<file path="src/rtl/wb_arbiter_intercon.sv">
// Round-robin Wishbone arbiter + address-decoded interconnect; grant registered, data/ack paths combinational.
// Request seen in IDLE reaches the slave next cycle; bus held until ACK, ERR (timeout/unmapped) or abort.
module wb_arbiter_intercon #(
  parameter int N_MASTERS = 2,
  parameter int N_SLAVES  = 16,
  parameter int SEL_BITS  = 4,
  parameter int TIMEOUT   = 255
) (
  input  logic                   clk,
  input  logic                   rst,
  input  logic [N_MASTERS-1:0]   master_STB,
  input  logic [N_MASTERS-1:0]   master_WE,
  input  logic [N_MASTERS*32-1:0] master_ADDR,
  input  logic [N_MASTERS*32-1:0] master_DAT_I,
  output logic [N_MASTERS*32-1:0] master_DAT_O,
  output logic [N_MASTERS-1:0]   master_ACK,
  output logic [N_MASTERS-1:0]   master_ERR,
  output logic [N_SLAVES-1:0]    slave_STB,
  input  logic [N_SLAVES-1:0]    slave_ACK,
  output logic                   slave_WE,
  input  logic [N_SLAVES*32-1:0] slave_DAT_I,
  output logic [31:0]            slave_DAT_O,
  output logic [31:0]            slave_ADDR
);
  localparam int GW = (N_MASTERS > 1) ? $clog2(N_MASTERS) : 1;

  typedef enum logic {IDLE, BUSY} state_t;

  state_t        state_q, state_d;
  logic [GW-1:0] grant_q, grant_d;
  logic [GW-1:0] last_grant_q, last_grant_d;
  logic [15:0]   timer_q, timer_d;

  logic                busy, active, hit, mapped;
  logic                ack, tout_err, unmap_err, found;
  logic                g_stb, g_we, sel_ack;
  logic [31:0]         g_addr, g_dat, sel_dat;
  logic [SEL_BITS-1:0] sel;

  always_comb begin
    g_stb  = 1'b0;
    g_we   = 1'b0;
    g_addr = '0;
    g_dat  = '0;
    for (int i = 0; i < N_MASTERS; i++) begin
      if (int'(grant_q) == i) begin
        g_stb  = master_STB[i];
        g_we   = master_WE[i];
        g_addr = master_ADDR[32*i +: 32];
        g_dat  = master_DAT_I[32*i +: 32];
      end
    end
    sel     = g_addr[31 -: SEL_BITS];
    mapped  = int'(sel) < N_SLAVES;
    sel_ack = 1'b0;
    sel_dat = '0;
    for (int j = 0; j < N_SLAVES; j++) begin
      if (int'(sel) == j) begin
        sel_ack = slave_ACK[j];
        sel_dat = slave_DAT_I[32*j +: 32];
      end
    end
  end

  // Gating on rst makes a mid-transfer reset kill STB/ACK without waiting for the flops.
  assign busy      = (state_q == BUSY) && !rst;
  assign active    = busy && g_stb;
  assign hit       = active && mapped;
  assign ack       = hit && sel_ack;
  assign tout_err  = hit && !sel_ack && (timer_q == 16'(TIMEOUT - 1));
  assign unmap_err = active && !mapped;

  always_comb begin
    slave_ADDR   = '0;
    slave_DAT_O  = '0;
    slave_WE     = 1'b0;
    slave_STB    = '0;
    master_ACK   = '0;
    master_ERR   = '0;
    master_DAT_O = '0;
    if (busy) begin
      slave_ADDR  = g_addr;
      slave_DAT_O = g_dat;
      slave_WE    = g_we;
    end
    for (int j = 0; j < N_SLAVES; j++) begin
      slave_STB[j] = hit && (int'(sel) == j);
    end
    for (int i = 0; i < N_MASTERS; i++) begin
      if (int'(grant_q) == i) begin
        master_ACK[i] = ack;
        master_ERR[i] = tout_err || unmap_err;
        if (hit) master_DAT_O[32*i +: 32] = sel_dat;
      end
    end
  end

  always_comb begin
    state_d      = state_q;
    grant_d      = grant_q;
    last_grant_d = last_grant_q;
    timer_d      = timer_q;
    found        = 1'b0;
    case (state_q)
      IDLE: begin
        // Search starts one past the last winner so every requester gets its turn.
        for (int k = 1; k <= N_MASTERS; k++) begin
          for (int i = 0; i < N_MASTERS; i++) begin
            if (!found && i == (int'(last_grant_q) + k) % N_MASTERS && master_STB[i]) begin
              grant_d = GW'(i);
              found   = 1'b1;
            end
          end
        end
        if (found) begin
          state_d = BUSY;
          timer_d = '0;
        end
      end
      BUSY: begin
        if (!g_stb || ack || tout_err || unmap_err) begin
          state_d      = IDLE;
          last_grant_d = grant_q;
          timer_d      = '0;
        end else begin
          timer_d = timer_q + 16'd1;
        end
      end
      default: state_d = IDLE;
    endcase
  end

  always_ff @(posedge clk or posedge rst) begin
    if (rst) begin
      state_q      <= IDLE;
      grant_q      <= '0;
      last_grant_q <= GW'(N_MASTERS - 1);
      timer_q      <= '0;
    end else begin
      state_q      <= state_d;
      grant_q      <= grant_d;
      last_grant_q <= last_grant_d;
      timer_q      <= timer_d;
    end
  end
endmodule
</file>
<file path="config.mk">
export PLATFORM = sky130hd
export DESIGN_NAME = wb_arbiter_intercon
export DESIGN_NICKNAME = d
export VERILOG_FILES = /design/src/rtl/wb_arbiter_intercon.sv
export SDC_FILE = /design/constraint.sdc
export NUM_CORES = 1
export LEC_CHECK = 0
export BUFFER_PORTS_ARGS = -buffer_cell sky130_fd_sc_hd__buf_2
export CELL_PAD_IN_SITES_DETAIL_PLACEMENT = 1
export CELL_PAD_IN_SITES_GLOBAL_PLACEMENT = 1
export CORE_AREA = 2 2 316 318
export CTS_CLUSTER_SIZE = 20
export DETAILED_ROUTE_END_ITERATION = 6
export DIE_AREA = 0 0 318 320
export PLACE_DENSITY = 0.49
export SYNTH_ARGS = -nofsm -noshare
export SYNTH_HDL_FRONTEND = slang
export SYNTH_SLANG_ARGS = --single-unit
export TNS_END_PERCENT = 5
</file>
<file path="constraint.sdc">
create_clock -name clk -period 2.6 [get_ports clk]
set_input_delay 0.39 -clock clk [delete_from_list [all_inputs] [get_ports clk]]
set_output_delay 0.39 -clock clk [all_outputs]
set_load 0.01 [all_outputs]
</file>
==> out/qor.txt, run 1 <==
Slew @ Worst Pin = 872.5 ps
Status = complete, but fails checks
Largest net degree at the start of global routing = 55
H-tree Lvls = 1
Synth Flop Type = dfrtp_1
Synth Warn # = 0
RSZ-0062 raised after global routing = true
CP required = 2210 ps
Detail Route Antenna Nets = 0
Arr. time, crit path = 3240 ps
DRT iter0 DRCs = 1020
Syn_nets = 1769
Critical path depth = 12
Global-route wire length before repair = 128000 microns
Grt total ovfl = 0
Final instance area = 15860 sq um
Final Power = 0.01107 W
Top cell type's share of synthesized area = 11.07%
Kind of start point of the critical path = flip-flop
Total number of vias = 14023
Mapped cell area = 6848 sq um
Worst-path clk slew = 60 ps
Area growth syn-to-layout = 131.6%
Sink Count = 19
Fin crit period = 3630 ps
Post-synthesis cell type count = 71
Final hold vios = 0
Routed Wire Length = 99080 microns
Number of synthesized flops with an enable pin = 0
CTS tree = yes
Initial antenna violation count = 100
Layout Nets = 2750
CTS Buffer Depth = 2
Family with the most delay on the worst path = compound AO/OA/AOI/OAI gates
Setup violations, final = 95
CTS Root Cell = clkbuf_16
Failing checks = negative setup slack
Slowest library cell on the worst path = dfrtp_4
Synth area leaders = nor2_1 11%, mux2i_1 9.5%, a21oi_1 8.7%
Reg2reg path depth = 13
Pre-antenna DRT Iters = 6
Most common cell in the netlist = nor2_1
Number of synthesized register bits = 19
Initial core utilization = 6.988%
Vias in the first global route = 14225
Skew final = 4.737 ps
DP HPWL = 88660 microns
CTS Hold Bufs = 0
Share of cells above drive strength 1 = 60.43%
Worst Hold Class = in -> async
Full die area = 101800 sq um
Synth async-reset ratio = 100.0%
Overall routing resource usage = 18.40%
Worst setup margin = -1030 ps
Synth Area per Inst = 6.197 sq um
Kind of critical path = reg -> out
Fmax = 0.2754 GHz
CORE AREA = 97990 sq um
Cell taking the most area after synthesis = nor2_1
TritonCTS Buffers = 3
Placed Cells = 3345
Sequential cell area fraction in the yosys report = 6.961%
Crit-path max FO = 6
Critical path endpoint category = output port
Row cnt = 115
Synth cell count leaders = 202 x nor2_1, 119 x a21oi_1, 101 x nand2_1, 73 x clkbuf_1, 68 x o21ai_0
Slew headroom = 41.83%
Max Cap Viol = 0
Final Cycle Share = 139.6%
Pleak = 7.646 nW
Setup tns final = -75050 ps
Max incr delay on CP = 520 ps
Die height = 320 microns
Worst skew pair latency = 260 ps
Pwr Density = 698.0 nW/um^2
Peak VDD IR = 0.4748 mV
Chip width = 318 microns
Dpl ws = -1250 ps
Drt drc = 0
RePlAce Congestion = 0.9376
Vias per inst = 4.138
Wirelength per Cell = 29.24 microns
Synthesized netlist cell count = 1105
Fin. max-slew vios = 0
PortBufs = 810
Critical path cell sequence = buf_6 -> or3b_4 -> buf_6 -> a22oi_2 -> buf_4 -> a22oi_1 -> a32oi_2 -> o22ai_1 -> buf_4 -> o2bb2ai_2 -> nor2_1 -> buf_2
Final cell count without fillers = 3389
Placed standard-cell area = 14520 sq um
Bufs and invs on worst path = 5
IO Count = 811
## worst min-delay path: cells and delay by family
| family | cells | cell delay, ps |
|---|---|---|
| buffers and inverters | 3 | 540 |
## layout make-up
type	instances	area [sq um]
flip-flops and latches	19	480.5
repair buffers	1088	6859
multi-input cells	963	6746
diodes	17	42.54
inverters	11	41.29
clock buffers	4	78.83
fillers	12075	82130
well taps	1287	1610
## routing by layer
layer / vias to the layer above / track usage, % / share of wire, %
li1: 6200 / - / -
met1: 6731 / 22.44 / 41
met2: 817 / 32.00 / 48
met3: 203 / 5.243 / 8.3
met4: 72 / 3.735 / 2.4
met5: - / 0 / 0.46
## cell usage in the layout, fill, tap and decap left out, drive strengths merged, types with 7 or more instances in the layout
master and count:
nor2 203, a21oi 119, diode 17, nor3 53, a222oi 34, inv 11
o21ai 73, dfrtp 18, nor4 7, a22o 11, a32oi 9, mux2i 67
mux2 12, nand2 102, a21o 15, a221oi 27, nand3 15, a22oi 56
o22ai 13, a31oi 13, and3 24, buf 1088, o21a 17
## final timing paths
path	from	to	slack [ps]
max in group asynchronous	rst	last_grant_q	2040
worst min-delay path	rst	state_q	280
worst min register to register	timer_q[9]	timer_q[9]	530
worst max-delay path	grant_q	master_DAT_O[44]	-1030
min in group clk	timer_q[9]	timer_q[9]	530
worst max register to register	grant_q	last_grant_q	-850
## kinds of logic (layout without fill, tap and decap cells)
kind of cell    Yosys count  after routing  share of synthesized area, %
simple gates            444            444                         28.96
compound gates          438            438                         44.11
buf+inv                 123           1103                         7.363
mux                      79             79                         12.24
flops                    19             19                         6.961
fa+ha+maj                 2              2                        0.3654
other cells               0             17                             0
## report_power, final
part	internal, W	switching, W	leakage (nW)	total (W)
combinational	0.00447	0.00589	7.35	0.0104
clock	0.000209	0.000123	0.0383	0.000332
sequential	0.000344	0.0000409	0.255	0.000385
total	0.00502	0.00605	7.65	0.0111
## metrics by stage
step	util [%]	hold WS, ps
floorplan	-	348.9
finish	16.18	283.0
detailed placement	14.82	518.0
CTS	15.75	289.9
global placement	14.82	499.6
global route	16.17	327.6
## registers in the layout (all words and copies together) (netlist names)
register,count
grant_q,1
last_grant_q,1
state_q,1
timer_q,16
## repair_timing
item                       CTS  global route
cloned                       0             0
gates resized for setup    172            79
setup buffers               18             7
pin swaps                   68            38
setup endpoints to repair  157           137
Power figures use the tool's default switching activity.
==> inputs of run 2 (changes only) <==
--- a/config.mk
+++ b/config.mk
@@ -15,2 +15,3 @@
 export PLACE_DENSITY = 0.49
+export SETUP_SLACK_MARGIN = 0.02
 export SYNTH_ARGS = -nofsm -noshare
--- a/constraint.sdc
+++ b/constraint.sdc
@@ -3,2 +3,2 @@
 set_output_delay 0.39 -clock clk [all_outputs]
-set_load 0.01 [all_outputs]
+set_load 0.05 [all_outputs]
==> run 2 against run 1 <==
Die area is the same. Flip-flop and latch count is the same. Largest power group unchanged. Setup slack lost 240 ps. Fmax shrank 6.2%. Critical path type unchanged. Clock power is essentially flat. Register-to-register slack lost 160 ps. Via count shrank 0.14%. The flow finishes with violations (design-rule violations, negative setup slack). Final cell count grew 1.5%. Final area grew 17%. Largest cell class unchanged. Critical path depth grew 1. Clock-buffer cell count is the same. Sequential power shrank 2%.
==> out/qor.txt, run 2 (synthesized netlist as in run 1, its figures left out) <==
Status = complete, but fails checks
Failing checks = design-rule violations, negative setup slack
Chip width = 318 microns (unchanged)
Total number of vias = 14004 (-0.14%)
Initial antenna violation count = 102 (+2.0%)
Sink Count = 19 (unchanged)
DRT iter0 DRCs = 904 (-11%)
Detail Route Antenna Nets = 0 (unchanged)
H-tree Lvls = 1 (unchanged)
Vias per inst = 4.071 (-1.6%)
Layout Utilization = 18.92% (+2.7 points)
Pwr Density = 778.0 nW/um^2 (+11%)
Most common cell after layout, fill and taps aside = buf_2
Worst skew pair latency = 250 ps (about the same)
Placed standard-cell area = 16840 sq um (+16%)
TritonCTS Buffers = 3 (unchanged)
RSZ-0062 raised after global routing = true
PortBufs = 810 (unchanged)
Share of cells above drive strength 1 = 65.88% (+5.5 points)
Worst Hold Class = in -> async
Full die area = 101800 sq um (unchanged)
Pleak = 8.181 nW (+7.0%)
Largest register FFs = 16 (unchanged)
Worst setup margin = -1272 ps (-241.6 ps)
Max Cap Viol = 0 (unchanged)
Die height = 320 microns (unchanged)
Slew @ Worst Pin = 1094 ps (+221.4 ps)
Biggest register = timer_q
Final Cycle Share = 148.9% (+9.3 points)
Critical path cell sequence = buf_6 -> buf_6 -> mux2_4 -> nand2_8 -> nor2_4 -> buf_12 -> a221o_1 -> a21oi_2 -> o31ai_2 -> a222oi_1 -> buf_4 -> nor2_4 -> buf_6
Fmax = 0.2583 GHz (-6.2%)
Global-route wire length before repair = 132900 microns (+3.8%)
CTS Buffer Depth = 2 (unchanged)
Critical path endpoint category = output port
Skew final = 2.045 ps (-2.692 ps)
CP required = 2210 ps (about the same)
Final hold vios = 0 (unchanged)
Peak VDD IR = 0.3913 mV (-18%)
Routed Wire Length = 102500 microns (+3.4%)
DP HPWL = 92420 microns (+4.2%)
RePlAce Congestion = 0.8836 (-5.8%)
Arr. time, crit path = 3480 ps (+240 ps)
Layout Nets = 2793 (+1.6%)
Multi-input logic area = 7532 sq um (+12%)
Row cnt = 115 (unchanged)
Area growth syn-to-layout = 170.8%
CTS Root Cell = clkbuf_16
Initial core utilization = 6.988% (unchanged)
Setup violations, final = 116 (+22%)
# fillers = 11821 (-2.1%)
Pre-antenna DRT Iters = 7 (+1)
Drt drc = 19 (+19)
Wirelength per Cell = 29.79 microns (+1.9%)
Final hold slack = 282.6 ps (-0.3900 ps)
Most frequent cells in the layout = 688 x buf_2, 241 x buf_4, 137 x nor2_1
Register cell area after layout = 480.5 sq um (unchanged)
Fin. max-slew vios = 0 (unchanged)
Setup tns final = -83750 ps (-8703 ps)
Max incr delay on CP = 750 ps (+230 ps)
Crit-path max FO = 6 (unchanged)
Overall routing resource usage = 19.19% (+0.79 points)
Vias in the first global route = 14851 (+4.4%)
CTS tree = yes
CTS Hold Bufs = 0 (unchanged)
Slew headroom = 27.07% (-15 points)
Final instance area = 18540 sq um (+17%)
Kind of critical path = reg -> out
Kind of start point of the critical path = flip-flop
Slowest library cell on the worst path = a222oi_1
IO Count = 811 (unchanged)
Worst-path clk slew = 60 ps (about the same)
Most used cell, CP = buf_6
CORE AREA = 97990 sq um (unchanged)
Grt total ovfl = 0 (unchanged)
Largest net degree at the start of global routing = 47 (-15%)
Fin crit period = 3872 ps (+241.6 ps)
Dpl ws = -1465 ps (-214.5 ps)
-- run 2: cell types whose count changed in the layout (fill, tap and decap cells not counted), sizes merged --
cell	before	now
bufbuf	0	1
buf	1088	1125
clkbuf	4	9
diode	17	25
-- run 2: cell type report --
| type | count | area share [%] |
|---|---|---|
| repair buffers | 1131 | 47.12 |
| multi-input cells | 963 | 40.62 |
| well taps | 1287 | 8.684 |
| flip-flops and latches | 19 | 2.591 |
| clock buffers | 4 | 0.4251 |
| diodes | 25 | 0.3374 |
| inverters | 11 | 0.2227 |
-- run 2: what timing repair did --
| action | CTS | global route |
|---|---|---|
| hold endpoints to repair | 0 | 0 |
| cloned | 1 | 0 |
| gates resized for setup | 222 | 128 |
| pin swaps | 43 | 30 |
| setup buffers | 20 | 5 |
| setup endpoints to repair | 146 | 148 |
-- run 2: worst paths after layout --
path,startpoint,endpoint,slack [ps],cells after the start
worst max register to register,grant_q,timer_q[7],-1010,13
worst min-delay path,rst,state_q,280,3
max in group asynchronous,rst,last_grant_q,2050,3
worst min register to register,timer_q[12],timer_q[12],520,1
min in group clk,timer_q[12],timer_q[12],520,1
worst max-delay path,grant_q,master_DAT_O[29],-1270,13
-- run 2: per-stage QoR --
stage	std cells	total power, W
6_report	3440	0.01443
3_5_place_dp	3385	0.01283
2_1_floorplan	1105	0.006078
3_3_place_gp	3385	0.01279
5_1_grt	3428	0.01526
4_1_cts	3410	0.01424
-- run 2: critical path: cells and delay by family, from the launching register on --
kind | cells | cell delay, ps
buffers and inverters | 5 | 820
flip-flops | 1 | 510
multiplexers | 1 | 350
AO/OA/AOI/OAI | 4 | 1320
AND/OR/NAND/NOR | 3 | 210
-- run 2: metal layers --
layer / routed length (microns) / part of all wire, % / GRT usage [%]
met5: 363 / 0.35 / 0
met3: 7039 / 6.9 / 4.540
met1: 38400 / 37 / 21.24
met4: 2518 / 2.5 / 3.672
met2: 54160 / 53 / 36.95
-- run 2: where the power goes --
| part | total, W | switching (W) | internal (W) |
|---|---|---|---|
| Clock | 0.000331 | 0.000122 | 0.000209 |
| Sequential | 0.000378 | 0.0000343 | 0.000343 |
| Combinational | 0.0137 | 0.00791 | 0.00581 |
